--- config.mk ---
export PLATFORM = sky130hd
export DESIGN_NAME = hazard_ctrl
export DESIGN_NICKNAME = d
export VERILOG_FILES = /design/src/rtl/hazard_ctrl.sv
export SDC_FILE = /design/constraint.sdc
export NUM_CORES = 1
export LEC_CHECK = 0
export BUFFER_PORTS_ARGS = -buffer_cell sky130_fd_sc_hd__buf_2
export CAP_MARGIN = 20
export CORE_MARGIN = 2
export CORE_UTILIZATION = 40
export CTS_BUF_LIST = sky130_fd_sc_hd__clkbuf_8
export DETAILED_ROUTE_END_ITERATION = 10
export GPL_TIMING_DRIVEN = 0
export MAX_ROUTING_LAYER = met4
export PLACE_DENSITY = 0.74
export SYNTH_ARGS = -nofsm -noshare
export SYNTH_HDL_FRONTEND = slang
export SYNTH_SLANG_ARGS = --single-unit
--- constraint.sdc ---
create_clock -name clk -period 2.8 [get_ports clk]
set_input_delay 0.14 -clock clk [delete_from_list [all_inputs] [get_ports clk]]
set_output_delay 0.14 -clock clk [all_outputs]
set_load 0.03 [all_outputs]
--- src/rtl/hazard_ctrl.sv ---
// Load-use and control hazard controller for the fetch/decode/execute front end.
// Drives PC/IF-ID enables, IF-ID flush and ID-EX bubble injection, plus a stall counter.
module hazard_ctrl #(
    parameter int STALL_CYCLES = 1,
    parameter int FLUSH_CYCLES = 2
) (
    input  logic        clk,
    input  logic        rst,
    input  logic        id_valid,
    input  logic [2:0]  id_r1Num,
    input  logic        id_r1Used,
    input  logic [2:0]  id_r2Num,
    input  logic        id_r2Used,
    input  logic        id_halt,
    input  logic        ex_memReadEnable,
    input  logic        ex_regWriteEnable,
    input  logic [2:0]  ex_regWriteNum,
    input  logic        ex_branchTaken,
    output logic        pcWriteEnable,
    output logic        ifidWriteEnable,
    output logic        ifidFlush,
    output logic        idexBubble,
    output logic [1:0]  state,
    output logic [15:0] perfStall
);

    typedef enum logic [1:0] {
        ST_RUN   = 2'b00,
        ST_STALL = 2'b01,
        ST_FLUSH = 2'b10,
        ST_HALT  = 2'b11
    } state_e;

    localparam logic [2:0] STALL_INIT = 3'(STALL_CYCLES - 1);
    localparam logic [2:0] FLUSH_INIT = 3'(FLUSH_CYCLES - 1);

    state_e      state_q, state_d;
    logic [2:0]  cnt_q, cnt_d;
    logic [15:0] perf_q, perf_d;
    logic        hazard;
    logic        pc_wr, ifid_wr, ifid_flush, bubble;

    assign hazard = ex_memReadEnable & ex_regWriteEnable & id_valid &
                    ((id_r1Used & (id_r1Num == ex_regWriteNum)) |
                     (id_r2Used & (id_r2Num == ex_regWriteNum)));

    always_comb begin
        state_d    = state_q;
        cnt_d      = cnt_q;
        pc_wr      = 1'b0;
        ifid_wr    = 1'b0;
        ifid_flush = 1'b0;
        bubble     = 1'b0;
        unique case (state_q)
            ST_RUN: begin
                // Branch wins: the decode instruction is squashed, so its hazard/halt is moot.
                if (ex_branchTaken) begin
                    pc_wr      = 1'b1;
                    ifid_wr    = 1'b1;
                    ifid_flush = 1'b1;
                    bubble     = 1'b1;
                    if (FLUSH_CYCLES > 1) begin
                        state_d = ST_FLUSH;
                        cnt_d   = FLUSH_INIT;
                    end
                end else if (hazard) begin
                    bubble = 1'b1;
                    if (STALL_CYCLES > 1) begin
                        state_d = ST_STALL;
                        cnt_d   = STALL_INIT;
                    end
                end else if (id_halt && id_valid) begin
                    state_d = ST_HALT;
                end else begin
                    pc_wr   = 1'b1;
                    ifid_wr = 1'b1;
                end
            end
            ST_STALL: begin
                bubble = 1'b1;
                cnt_d  = cnt_q - 3'd1;
                if (cnt_q == 3'd1) state_d = ST_RUN;
            end
            ST_FLUSH: begin
                ifid_wr    = 1'b1;
                ifid_flush = 1'b1;
                bubble     = 1'b1;
                cnt_d      = cnt_q - 3'd1;
                if (cnt_q == 3'd1) state_d = ST_RUN;
            end
            default: begin
                bubble = 1'b1;
            end
        endcase

        perf_d = perf_q;
        if (!pc_wr && (state_q != ST_HALT) && (perf_q != 16'hFFFF)) perf_d = perf_q + 16'd1;
    end

    always_ff @(posedge clk) begin
        if (rst) begin
            state_q <= ST_RUN;
            cnt_q   <= 3'd0;
            perf_q  <= 16'd0;
        end else begin
            state_q <= state_d;
            cnt_q   <= cnt_d;
            perf_q  <= perf_d;
        end
    end

    // Reset drives a safe NOP-everything pattern straight to the outputs in the same cycle.
    always_comb begin
        pcWriteEnable   = rst ? 1'b0  : pc_wr;
        ifidWriteEnable = rst ? 1'b0  : ifid_wr;
        ifidFlush       = rst ? 1'b1  : ifid_flush;
        idexBubble      = rst ? 1'b1  : bubble;
        state           = rst ? 2'b00 : state_q;
        perfStall       = rst ? 16'd0 : perf_q;
    end

endmodule

# Yosys cells after proc, flatten, opt, wreduce, memory -nomap -nowiden
# Cells that the tools add are included.
[classes] n_addsub=2 eq_ne=11 n_mux=23 bitwise=6 reduce_logical=9
[ops] op="16-bit by 1-bit adder with 16-bit output, second input constant" n=1
[ops] op="16-bit two-way mux" n=1
[ops] op="16-bit != test, second input constant" n=1
[ops] op="1-bit two-way mux" n=12
[ops] op="2-bit two-way mux" n=5
[ops] op="3-bit == test" n=2
[ops] op="3-bit != test, second input constant" n=2
[ops] op="3-bit case mux with 2 select lines" n=1
[ops] op="1-bit bitwise AND" n=5
[ops] op="2-bit != test, second input constant" n=2
[ops] op="1-bit case mux with 2 select lines" n=2
[ops] op="2-bit case mux with 2 select lines" n=1
[ops] op="4-bit AND reduction" n=1
[ops] op="3-bit by 1-bit == test with 1-bit output, second input constant" n=1
[ops] op="1-bit logical AND" n=3
[ops] op="3-bit two-way mux" n=1
[ops] op="3-bit by 1-bit subtractor with 3-bit output, second input constant" n=1
[ops] op="2-bit by 1-bit == test with 1-bit output, second input constant" n=1
[ops] op="2-bit == test, second input constant" n=1
[ops] op="2-bit logical NOT" n=1
[ops] op="2-bit by 1-bit != test with 1-bit output, second input constant" n=1
[ops] op="2-bit AND reduction" n=1
[ops] op="2-bit nonzero test" n=1
[ops] op="2-bit OR reduction" n=1
[ops] op="2 further kinds" n=2
[word_totals] reg_bits=21 in_bits=18 word_cells=54

# Depth between registers and ports, before layout
[depth] word_depth=10 ltp_mapped=8

# Worst setup path before layout
# No wires, ideal clock.
[synth_path] kind="register to register" startpoint="register state_q[1]" endpoint="register perf_q[15]" setup_ns=0.123 t_arrival_ns=1.995 path_slack_ns=0.682 stages_incl_launch_ff=8 period_less_slack_ns=2.118 cell_sequence="dfxtp_1 -> inv_1 -> ha_1 -> a21oi_1 -> o31ai_1 -> a311o_2 -> or4_1 -> mux2_1"
[synth_between] elab_chain_len=5 elab_cells_between_ends=6
[synth_lines] item="from (decl)" line="37" rtl="state_e state_q, state_d;"
[synth_lines] item="from (signal assigned)" line="106" rtl="state_q <= state_d;"
[synth_lines] item="2-bit logical NOT" line="54" rtl="unique case (state_q)"
[synth_lines] item="1-bit two-way mux" line="54"
[synth_lines] item="1-bit logical NOT" line="97" rtl="if (!pc_wr && (state_q != ST_HALT) && (perf_q != 16'hFFFF)) perf_d = perf_q + 16'd1;"
[synth_lines] item="1-bit logical AND * (2 in series)" line="97"
[synth_lines] item="to (signal assigned)" line="108" rtl="perf_q <= perf_d;"
[synth_lines] item="to (decl)" line="39" rtl="logic [15:0] perf_q, perf_d;"
# Mark *: on every way between the ends. The rest lies on a longest branch, timed or not.
# A chain may end at the register's enable or synchronous reset.

# Worst setup path after layout
# Same ends and word-level chain as after synthesis.

==> flow_summary.toml <==
[run_status]
outcome = "completed"

[run]
cap_viol_max_count = 0

[power]
power_frac_seq_pct = 36.7
internal_power_w = 0.000614
p_sw_w = 0.000391
total_power_w = 0.00101
total_leakage_power_nw = 0.727
vdd_ir_drop_max_mv = 0.421
combinationalPowerShare_pct = 44.1
p_sw_share_pct = 38.9
power_frac_clock_pct = 19.2
p_per_area_nw_per_um2 = 625

[route]
first_iter_violations = 38
drc_errors = 0
wire_per_inst_um = 11.6
dr_total_vias = 1276
dr.pass1.iters = 4
vias_per_cell = 5.17
postRouteAntennaNets = 0
routed_wl_um = 2870

[timing]
fin_skew_ps = 6.69
slew_headroom_pct = 57.5
whs_ps = 163
fin_crit_sh_pct = 84.3
setup_tns_ps = 0
finalSetupViolations = 0
fmax_ghz = 0.424
rsz0062_at_grt = "false"
maxSlewViolCount = 0
fin_crit_ps = 2360
finalHoldViolCount = 0
tightestPinTransition_ps = 634

[global_route]
antenna_found_initial = 0
grt_pass1_vias = 1062
grt_pass1_wl_um = 4600
gr-usage-all-layers_pct = 17.0
grt_max_degree = 12
grt_overflow_total = 0

[clock_tree]
cts_tree = "yes"
clk_path_buf_depth = 2
post_cts_buffers = 0
clkTransAtPathRegs_ps = 70
cts_root_buf = "clkbuf_8"
ctsHoldBuffers = 0
clock_latency_ps = 260
cts_made_buffers = 3
htree_num_levels = 1
post_cts_resized = 0
cts.sinks = 21

[die]
core_area_sq_um = 3080
initial_core_util_pct = 42.7
fp.dieH_um = 61.3
dieArea_sq_um = 3760
die_w_um = 61.3
ioPinCount = 40
rows = 20

[finish]
syn_to_final_growth_pct = 22.5
final_cells = 247
fin_util_pct = 52.3
diodes = 0
fin_nets = 228
drive_gt1_share_pct = 27.6

[placed_design]
dp_hpwl_um = 2220
portBuffers = 39
place.gp.congestion = 0.783
dp_cells = 243

[hold_path]
hp-class = "in2reg"

[synthesis]
syn_avg_cell_area_sq_um = 8.21
yosysSeqAreaShare_pct = 32.0
synth-async-reset-ratio_pct = 0
syn_inst = 160
yosys_warnings = 0
ys_types = 36
synth_ff_type = "dfxtp_1"
ys_ff_latch = 21
synthesis.nets = 184
synth_edf_count = 0
syn_area_sq_um = 1310

[setup_path]
critPathKind = "reg2reg"
cp-start-kind = "register"
worst-path-max-fanout = 8
critPathArrivalTime_ps = 2500
required_ps = 2940
cp-end-kind = "register"
[through the flow]
step                      cell area [sq um]  worst slack [ps]
after floorplan                        1310               682
after global placement                 1560               521
after CTS                              1610               443
after global routing                   1610               322
final                                  1610               439
after detailed placement               1560               444
[flip-flops by register name, indices dropped and copies added (netlist names)]
register  count
cnt_q         3
perf_q       16
state_q       2
[metal layers]
| metal | vias to the layer above | share of wire, % | global-route usage [%] |
|---|---|---|---|
| met1 | 589 | 47 | 22.1 |
| met2 | 34 | 45 | 26.1 |
| met4 | 0 | 1.4 | 7.45 |
| met5 | - | 0 | - |
| met3 | 4 | 5.6 | 2.52 |
| li1 | 649 | - | - |
[power by group through the flow]
stage	Sequential, W	Clock, W	Combinational, W
after floorplan	0.000369	0	0.000350
after global placement	0.000375	0	0.000438
after detailed placement	0.000376	0	0.000443
after CTS	0.000368	0.000198	0.000445
after global routing	0.000376	0.000212	0.000499
final	0.000369	0.000193	0.000444
[final cells by class]
cell class,instances,area [sq um]
inverter,9,33.8
timing repair buffer,39,195
clock buffer,3,41.3
fill,308,1470
sequential,21,420
clock inverter,1,3.75
multi-input combinational,125,826
buffer,5,33.8
tap,44,55.1
[logic make-up after synthesis]
kind of cell,Yosys count,synth area share [%]
flops,21,32.0
buf+inv,14,5.14
simple gates,74,28.8
xor+xnor,8,5.33
fa+ha+maj,6,5.71
mux,11,9.33
compound gates,26,13.7
[cells in the mapped netlist (2+ instances only)]
master	number	area share, %
nor2_1	22	6.3
buf_6	2	1.7
xnor2_1	8	5.3
nand4_1	4	1.9
nand2b_1	2	0.95
nand2_1	10	2.9
and4_1	2	1.3
mux2_2	9	7.7
a31oi_1	3	1.4
clkbuf_1	3	0.86
a21o_1	3	1.7
nor2b_1	16	7.6
o31ai_1	2	1.1
dfxtp_1	21	32
ha_1	6	5.7
nor3_1	3	1.1
a21oi_1	5	1.9
a311oi_1	2	1.3
inv_1	9	2.6
o21ai_0	4	1.5
nand3_1	9	3.4
[critical path, cell delays in order, from the launching register on]
cell	delay [ps]
dfxtp_1	380
inv_1	70
ha_1	200
a21oi_1	220
o31ai_1	140
a311o_2	450
or4_1	440
mux2_1	340
[worst paths after layout]
| path | start | endpoint | slack, ps | cells after the start |
|---|---|---|---|---|
| worst max-delay path | state_q[1]$_SDFFE_PP0P_ | perf_q[15]$_SDFFE_PP0P_ | 440 | 7 |
| worst max register to register | state_q[1]$_SDFFE_PP0P_ | perf_q[15]$_SDFFE_PP0P_ | 440 | 7 |
| worst min-delay path | ex_branchTaken | state_q[0]$_SDFFE_PP0P_ | 160 | 2 |
| worst min register to register | cnt_q[1]$_SDFFE_PP0P_ | cnt_q[1]$_SDFFE_PP0P_ | 490 | 2 |
[layout by cell type (no fill, tap or decap), drive strengths merged]
master / instances
a211o: 1
a211oi: 1
a21o: 3
a21oi: 5
a22oi: 1
a311o: 1
a311oi: 2
a31oi: 3
and3: 1
and4: 2
buf: 41
clkbuf: 6
dfxtp: 21
ha: 6
inv: 10
mux2: 10
mux2i: 1
nand2: 10
nand2b: 2
nand3: 9
nand3b: 1
nand4: 4
nor2: 22
nor2b: 16
nor3: 3
o211a: 1
o211ai: 1
o21ai: 4
o221ai: 1
o31ai: 2
or2: 1
or3: 1
or4: 2
xnor2: 8
(Power assumes the default switching activity.)
